## src/rtl/diff_code_gen.sv

```systemverilog
// diff_code_gen: M-ary differential encoder/decoder, one symbol every OSR clocks
// clk, rst     : sample clock fs, asynchronous active-high reset
// sync         : restart symbol timing (phase to 0, suppresses the update in that cycle)
// mode         : 0 = encode (accumulate), 1 = decode (difference), sampled at the boundary
// din          : input symbol, sampled only when phase == OSR-1 and sync is low
// dout         : registered coded symbol, changes only together with sym_stb
// sym_stb      : one-clock pulse in the first cycle dout shows a new symbol
// phase        : symbol phase counter, 0..OSR-1
module diff_code_gen #(
  parameter int OSR = 32,
  parameter int SYM_W = 1,
  parameter int CNT_W = 5
) (
  input  logic             clk,
  input  logic             rst,
  input  logic             sync,
  input  logic             mode,
  input  logic [SYM_W-1:0] din,
  output logic [SYM_W-1:0] dout,
  output logic             sym_stb,
  output logic [CNT_W-1:0] phase
);
  if (OSR < 2 || OSR > 1024 || SYM_W < 1 || SYM_W > 4 || (1 << CNT_W) < OSR) begin : g_bad_param
    $error("diff_code_gen: illegal OSR/SYM_W/CNT_W combination");
  end
  localparam logic [CNT_W-1:0] LAST = CNT_W'(OSR - 1);
  logic [CNT_W-1:0] phase_q, phase_d;
  logic [SYM_W-1:0] dout_q, dout_d, ref_q, ref_d, sym;
  logic             stb_q, stb_d, bnd;
  always_comb begin
    bnd     = !sync && phase_q == LAST;
    sym     = mode ? din - ref_q : ref_q + din;
    phase_d = (sync || phase_q == LAST) ? '0 : phase_q + CNT_W'(1);
    dout_d  = bnd ? sym : dout_q;
    // decode keeps the raw received symbol as the next reference; encode keeps the running sum
    ref_d   = bnd ? (mode ? din : sym) : ref_q;
    stb_d   = bnd;
  end
  always_ff @(posedge clk or posedge rst) begin
    if (rst) begin
      phase_q <= '0;
      dout_q  <= '0;
      ref_q   <= '0;
      stb_q   <= 1'b0;
    end else begin
      phase_q <= phase_d;
      dout_q  <= dout_d;
      ref_q   <= ref_d;
      stb_q   <= stb_d;
    end
  end
  assign dout    = dout_q;
  assign sym_stb = stb_q;
  assign phase   = phase_q;
endmodule

```

## config.mk

```make
export PLATFORM = sky130hd
export DESIGN_NAME = diff_code_gen
export DESIGN_NICKNAME = d
export VERILOG_FILES = /design/src/rtl/diff_code_gen.sv
export SDC_FILE = /design/constraint.sdc
export NUM_CORES = 1
export LEC_CHECK = 0
export CAP_MARGIN = 0
export CORE_AREA = 5 5 42 44
export DETAILED_ROUTE_END_ITERATION = 16
export DIE_AREA = 0 0 47 49
export GPL_TIMING_DRIVEN = 0
export PLACE_DENSITY = 0.55
export SYNTH_ARGS = -nofsm -noshare
export SYNTH_HDL_FRONTEND = slang
export SYNTH_SLANG_ARGS = --single-unit
```

## constraint.sdc

```tcl
create_clock -name clk -period 1.5 [get_ports clk]
set_clock_uncertainty 0.1 [all_clocks]
set_input_delay 0.3 -clock clk [delete_from_list [all_inputs] [get_ports clk]]
set_output_delay 0.3 -clock clk [all_outputs]
set_load 0.01 [all_outputs]
```

---- Word level (Yosys, flattened, before mapping) ----
Cells that the tools add are included.
cells by class
  multiplexer cells ....................... 3
  eq/ne operators ......................... 1
  reductions and logical operators ........ 3
  add/sub/neg operators ................... 3
operator list
  operator                                     number
  adder 5 x 1 -> 5 bit, second input constant  1
  == test 5 bit, second input constant         1
  two-way mux 5 bit                            1
  two-way mux 1 bit                            2
  adder 1 bit                                  1
  logical AND 1 bit                            1
  logical NOT 1 bit                            1
  logical OR 1 bit                             1
  subtractor 1 bit                             1
storage, ports and cells
  bits in registers ....................... 8
  word-level logic and storage cells ...... 14

---- Longest topological paths before layout ----
Gate-level depths: netlist of the first run.
  depth in word-level cells ............... 3
  mapped depth ............................ 6

---- Worst setup path after synthesis of the first run ----
No wires, ideal clock.
  path type ............................... flip-flop to flip-flop
  from .................................... register phase_q[0] (netlist: phase[0])
  to ...................................... register ref_q
  data required time ...................... 1.277 ns
  path buffers ............................ 0
  arrival time ............................ 1.368 ns
  path slack .............................. -0.090 ns
  cell stages (with the launch flop) ...... 7
  cell sequence ........................... dfrtp_1 -> ha_1 -> and3_1 -> ha_1 -> nor2b_4 -> a21oi_2 -> a21oi_2
between the ends
  cells in the longest elaborated chain, start to end .. 2
ends and longest elaborated chain
  what                    RTL line  text
  from (decl)             27        logic [CNT_W-1:0] phase_q, phase_d;
  from (signal assigned)  46        phase_q <= phase_d;
  == test 5 bit           31        bnd = !sync && phase_q == LAST;
  logical AND 1 bit       31
  via bnd                 29        logic stb_q, stb_d, bnd;
  to (signal assigned)    48        ref_q <= ref_d;
  to (decl)               28        logic [SYM_W-1:0] dout_q, dout_d, ref_q, ref_d, sym;
The timed path passes the listed nets, and every way through them passes these cells.
A chain may end at the register's enable or synchronous reset.

---- Final worst setup path of the first run ----
Ends and elaborated chain as after synthesis.

==> results of run 1 <==
==> registers in the layout, summed over array words and instances (netlist names) <==
signal and count:
sym_stb 1, phase 5, ref_q 1, dout 1
==> placed cells by master (no fill, tap or decap) <==
cell type and instances:
sky130_fd_sc_hd__nand2_1 1, sky130_fd_sc_hd__nor2_1 1, sky130_fd_sc_hd__dlygate4sd2_1 7, sky130_fd_sc_hd__ha_2 1, sky130_fd_sc_hd__nor3_1 3, sky130_fd_sc_hd__nor2b_4 1, sky130_fd_sc_hd__xnor2_1 2, sky130_fd_sc_hd__nand3_1 1
sky130_fd_sc_hd__xor2_1 1, sky130_fd_sc_hd__a21oi_2 2, sky130_fd_sc_hd__buf_4 2, sky130_fd_sc_hd__a21oi_1 1, sky130_fd_sc_hd__clkdlybuf4s50_1 4, sky130_fd_sc_hd__mux2i_1 1, sky130_fd_sc_hd__clkbuf_4 3, sky130_fd_sc_hd__nor3b_1 2
sky130_fd_sc_hd__and3_4 1, sky130_fd_sc_hd__ha_4 1, sky130_fd_sc_hd__inv_1 1, sky130_fd_sc_hd__dfrtp_1 8
==> worst max-delay path by stage <==
stage | endpoint | depth (start not counted)
finish | ref_q | 6
global route | dout | 6
CTS | ref_q | 6
detailed placement | ref_q | 6
global placement | ref_q | 6
floorplan | ref_q | 6
==> cell families (layout without fill, tap and decap cells) <==
family                     Yosys count  count (layout)
buffers and inverters                1              17
xor gates and xnor gates             3               3
adders and majority gates            2               2
DFF                                  8               8
AOI/OAI and AO/OA                    3               3
and+or+nand+nor                     10              10
muxes                                1               1
==> worst max-delay path, cell delays in order, from the launching register on <==
cell                      delay (ns)
sky130_fd_sc_hd__dfrtp_1        0.39
sky130_fd_sc_hd__ha_2           0.19
sky130_fd_sc_hd__and3_4         0.18
sky130_fd_sc_hd__ha_4           0.17
sky130_fd_sc_hd__nor2b_4        0.14
sky130_fd_sc_hd__a21oi_2        0.14
sky130_fd_sc_hd__a21oi_2        0.04
==> power breakdown <==
group	switching, W	internal [W]
logic	0.0000231	0.0000300
clock network	0.0000722	0.0000915
registers	0.00000496	0.000223
==> routing by layer <==
layer | vias to the layer above | track usage [%]
met5 | - | 0
met4 | 0 | 5.530
met3 | 0 | 2.952
met2 | 9 | 10.63
met1 | 134 | 9.707
li1 | 132 | -
==> stage by stage <==
stage / instances / setup WS, ns
after floorplan: 28 / 0.02242
after global placement: 55 / 0.01757
after detailed placement: 55 / 0.001694
after CTS: 60 / 0.01250
after global routing: 60 / -0.05027
final: 60 / 0.03560
==> layout make-up <==
cell class	count	share of cell area, %
clock buffers	3	4.255
inverters	1	0.7092
multi-input cells	19	31.44
flip-flops and latches	8	37.83
well taps	16	3.783
repair buffers	13	21.99
==> timing repair <==
| action | 4_1_cts | 5_1_grt |
|---|---|---|
| hold endpoints to repair | 0 | 0 |
| gates cloned | 0 | 0 |
| gates resized for setup | 7 | 0 |
| pin swaps | 0 | 1 |
| buffers inserted | 2 | 0 |
| endpoints found under the setup margin | 8 | 2 |
==> results.yml, run 1 <==
status:
  run_status: "completed"
routing:
  vias: 275
  detail-route-antenna-nets: 0
  drt-met1-wl_um: 276
  firstDrtPassIters: 2
  top_signal_layer_used: "met3"
  drtIter0Drc: 1
  drc_errors: 0
  routed_wire_length_per_instance_um: 11.92
  dr_wl_met3_um: 69
  drt-vias-per-instance: 4.583
  route.final.wire_length_um: 715
  met2RoutedLength_um: 369
synth:
  synth-edff-count: 0
  post_synth_most_frequent_cells: "sky130_fd_sc_hd__dfrtp_1, sky130_fd_sc_hd__nor3_1"
  largest_area_contributor_in_the_synthesized_netlist: "sky130_fd_sc_hd__dfrtp_1"
  post_synth_instance_area_um2: 350.3
  synth_fp_nets: 35
  post-synth-top-area-fraction_pct: 57.14
  dominantRegCellSynth: "sky130_fd_sc_hd__dfrtp_1"
  synth_fa_ha_area_share_pct: 7.143
  postSynth.asyncResetShare_pct: 100.0
  synth_warnings: 0
  avgSynthCellArea_um2: 12.51
  synthMostInstantiatedCell: "sky130_fd_sc_hd__dfrtp_1"
  synth_sequential_area_ratio_pct: 57.14
  number_of_register_bits_inferred_by_synthesis: 8
  synth_simple_gate_area_share_pct: 17.86
  complex_gate_fraction_of_the_synthesized_area_pct: 6.429
  yosys.area_share.xor_xnor_pct: 7.500
  ys_top_cells_by_area: "sky130_fd_sc_hd__dfrtp_1, sky130_fd_sc_hd__ha_1, sky130_fd_sc_hd__a21oi_2, sky130_fd_sc_hd__xnor2_1, sky130_fd_sc_hd__nor3_1"
  synth_top_family_by_area: "simple AND/OR/NAND/NOR gates"
  yosys-mux-area-fraction_pct: 2.857
  synth_cell_type_count: 15
  syn-instance-count: 28
placed_design:
  io_buffers: 11
  hpwl_um: 545.6
  cell_area_placed_um2: 500.5
  gp_routability_congestion: 0.6403
cts:
  cts_root_buf: "sky130_fd_sc_hd__clkbuf_4"
  numClockSinks: 8
  cts_hold_buf: 0
  tritoncts.num_buffers: 3
  worstSkewPairLatency_ns: 0.25
  htree_num_levels: 1
  clk_transition_reported_paths_ns: 0.05
  max-clock-path-buffers: 2
  clock_tree_from_tritoncts: "done"
grt:
  grtUsageTotal_pct: 7.813
  antenna_violations_before_repair: 0
  grt_start_max_net_pins: 9
  grt-ovfl-total: 0
  grt_first_pass_wirelength_mm: 1.242
  first_global_vias: 272
sta:
  period_utilisation_layout_pct: 97.63
  relSlewSlack_pct: 80.02
  final.min_clock_period_ns: 1.464
  max_freq_ghz: 0.6829
  fin_tns_setup_ns: 0
  setup_viol: 0
  worst-slew-pin-transition_ns: 0.2994
  timing.final.max_slew_violations: 0
  timing_hold_violations_final: 0
  hold-worst-slack_ns: 0.1932
  rsz0062_at_grt: "yes"
setup_path:
  worstSetupPathType: "reg -> reg"
  crit_required_ns: 1.54
  rrSetupSlack_ns: 0.04
  timing.critical_path.to_type: "register"
  worst_ep_arrival_time_ns: 1.50
  critical_path.startpoint_type: "register"
  launch_point_of_the_critical_path: "phase[0]"
  worst-r2r-cell-count: 6
  worst-path-max-fanout: 6
  critical_path.reg2reg.startpoint: "phase[0]"
  reg2reg_capture_point: "ref_q"
final_layout:
  insertedDiodeCount: 0
  syn2layout_area_growth_pct: 51.07
  share_of_final_layout_standard_cells_stronger_than_drive_strength_1_pct: 25.00
  fill_cells: 148
  layout_cell_area_excl_fill_um2: 529.3
  multi_input_comb_area_um2: 166.4
  finalNetCount: 53
  area.sequential_um2: 200.2
  post-route-util_pct: 37.77
power:
  total_power_w: 0.0004443
  powerDensity_nw_per_um2: 839.5
  ir_worst_vdd_mv: 0.3228
  p_leak_nw: 0.2568
die:
  floorplan.core_area_um2: 1401
  io-pin-count: 12
  chipHeight_um: 49
  placementRows: 14
  overall_die_area_um2: 2303
  floorplan.initialDensity_pct: 25.00
  die_width_um: 47
hold_path:
  worst_hold_path_type: "in -> async"
job:
  max_cap_violations: 0
Power figures use the tool's default switching activity.
==> run 2: changes to the inputs <==
==> constraint.sdc (replaced) <==
create_clock -name clk -period 1.3 [get_ports clk]
set_clock_uncertainty 0.1 [all_clocks]
set_input_delay 0.26 -clock clk [delete_from_list [all_inputs] [get_ports clk]]
set_output_delay 0.26 -clock clk [all_outputs]
set_load 0.01 [all_outputs]
==> results.yml, run 2 (synthesis results as in run 1) <==
grt:
  grt-ovfl-total: 0
  grt_start_max_net_pins: 9
  first_global_vias: 304
  grtUsageTotal_pct: 7.955
  antenna_violations_before_repair: 0
  grt_first_pass_wirelength_mm: 1.276
setup_path:
  timing.critical_path.slowest_stage_cell: "sky130_fd_sc_hd__dfrtp_1"
  rrSetupSlack_ns: -0.17
  worst-path-max-fanout: 5
  timing.critical_path.to_type: "register"
  cp_common_cell: "sky130_fd_sc_hd__a21oi_2"
  critical_path.reg2reg.startpoint: "phase[1]"
  crit_required_ns: 1.34
  crit_path_max_incr_delay_ns: 0.39
  reg2reg_capture_point: "ref_q"
  crit_chain: "ha_2, and3_4, ha_4, nor2b_4, a21oi_2, a21oi_2"
  worst_ep_arrival_time_ns: 1.50
  worst-r2r-cell-count: 6
  critical_path.startpoint_type: "register"
  worstSetupPathType: "reg -> reg"
final_layout:
  post-route-util_pct: 41.16
  share_of_final_layout_standard_cells_stronger_than_drive_strength_1_pct: 38.00
  fill_cells: 146
  insertedDiodeCount: 0
  finalNetCount: 59
  syn2layout_area_growth_pct: 64.64
  largest_register_ffs: 5
  mostFrequentLayoutCells: "sky130_fd_sc_hd__dfrtp_1, sky130_fd_sc_hd__buf_4, sky130_fd_sc_hd__clkdlybuf4s50_1"
cts:
  worstSkewPairLatency_ns: 0.25
  cts_root_buf: "sky130_fd_sc_hd__clkbuf_4"
  cts_hold_buf: 0
  max-clock-path-buffers: 2
  clk_transition_reported_paths_ns: 0.05
  clock_tree_from_tritoncts: "done"
  numClockSinks: 8
  tritoncts.num_buffers: 3
  htree_num_levels: 1
die:
  io-pin-count: 12
  die_width_um: 47
  placementRows: 14
  floorplan.initialDensity_pct: 25.00
  floorplan.core_area_um2: 1401
  overall_die_area_um2: 2303
  chipHeight_um: 49
sta:
  timing.final.max_slew_violations: 0
  setup_viol: 8
  timing_hold_violations_final: 0
  period_utilisation_layout_pct: 112.7
  max_freq_ghz: 0.6825
  final.min_clock_period_ns: 1.465
  setup_ws_ns: -0.1651
  fin_tns_setup_ns: -0.7294
  rsz0062_at_grt: "yes"
  relSlewSlack_pct: 79.52
  worst-slew-pin-transition_ns: 0.3068
placed_design:
  gp_routability_congestion: 0.6402
  hpwl_um: 545.5
  io_buffers: 11
routing:
  route.final.wire_length_um: 781
  drt-vias-per-instance: 4.515
  drtIter0Drc: 2
  routed_wire_length_per_instance_um: 11.83
  detail-route-antenna-nets: 0
  vias: 298
  firstDrtPassIters: 2
  drc_errors: 0
job:
  max_cap_violations: 0
hold_path:
  worst_hold_path_type: "in -> async"
power:
  powerDensity_nw_per_um2: 916.0
  ir_worst_vdd_mv: 0.3703
  p_leak_nw: 0.2758
status:
  failed_checks: "setup timing"
  run_status: "complete, but fails checks"
run 2: cell count changes in the layout (fill, tap and decap cells not counted):
cell	change
sky130_fd_sc_hd__buf_4	+6
sky130_fd_sc_hd__dlygate4sd2_1	-5
sky130_fd_sc_hd__clkdlybuf4s15_1	+3
sky130_fd_sc_hd__buf_2	+1
sky130_fd_sc_hd__buf_6	+1
run 2: metrics by stage:
step	power, W	setup slack, ns	area, µm²	hold slack, ns	instances
final	0.0005284	-0.1651	576.8	0.1545	66
after global routing	0.0005557	-0.2331	576.8	0.2018	66
after CTS	0.0005293	-0.1561	554.3	0.1508	64
after detailed placement	0.0003267	-0.1828	500.5	0.3815	55
after global placement	0.0003247	-0.1663	500.5	0.3732	55
after floorplan	0.0002900	-0.1620	370.4	-0.02434	28
run 2: layout make-up:
class                           count  area [µm²]  area share, %
Sequential cell                     8       200.2          34.71
Clock buffer                        3       22.52          3.905
Timing Repair Buffer               19       163.9          28.42
Tap cell                           16       20.02          3.471
Inverter                            1       3.754         0.6508
Multi-Input combinational cell     19       166.4          28.85
run 2: worst max-delay path by stage:
stage | startpoint | endpoint | slack, ns
after floorplan | phase[0] | ref_q | -0.16
after global placement | phase[0] | ref_q | -0.17
after detailed placement | phase[0] | ref_q | -0.18
after CTS | phase[0] | ref_q | -0.16
after global routing | phase[1] | dout | -0.23
final | phase[1] | ref_q | -0.17
run 2: per-layer routing:
layer  track usage [%]  part of all wire [%]
met5                 0                     0
met4             5.530                     0
met3             2.952                   9.3
met1             9.029                    37
met2             11.76                    53
run 2: where the power goes:
group / internal [W] / switching [W] / leakage, nW / total (W)
registers: 0.000257 / 0.00000521 / 0.109 / 0.000262
clock network: 0.000106 / 0.0000840 / 0.0138 / 0.000190
logic: 0.0000455 / 0.0000312 / 0.153 / 0.0000767
total: 0.000408 / 0.000120 / 0.276 / 0.000528
run 2: repair_timing:
action,in CTS,in global routing
setup buffers,6,2
pin swaps,3,3
hold endpoints to repair,0,0
gates resized for setup,15,2
setup endpoints to repair,15,10
run 2: worst max-delay path: cells and delay by family, from the launching register on:
kind | cells | cell delay [ns]
and+or+nand+nor | 2 | 0.32
adders and majority gates | 2 | 0.36
DFF | 1 | 0.39
AOI/OAI and AO/OA | 2 | 0.18
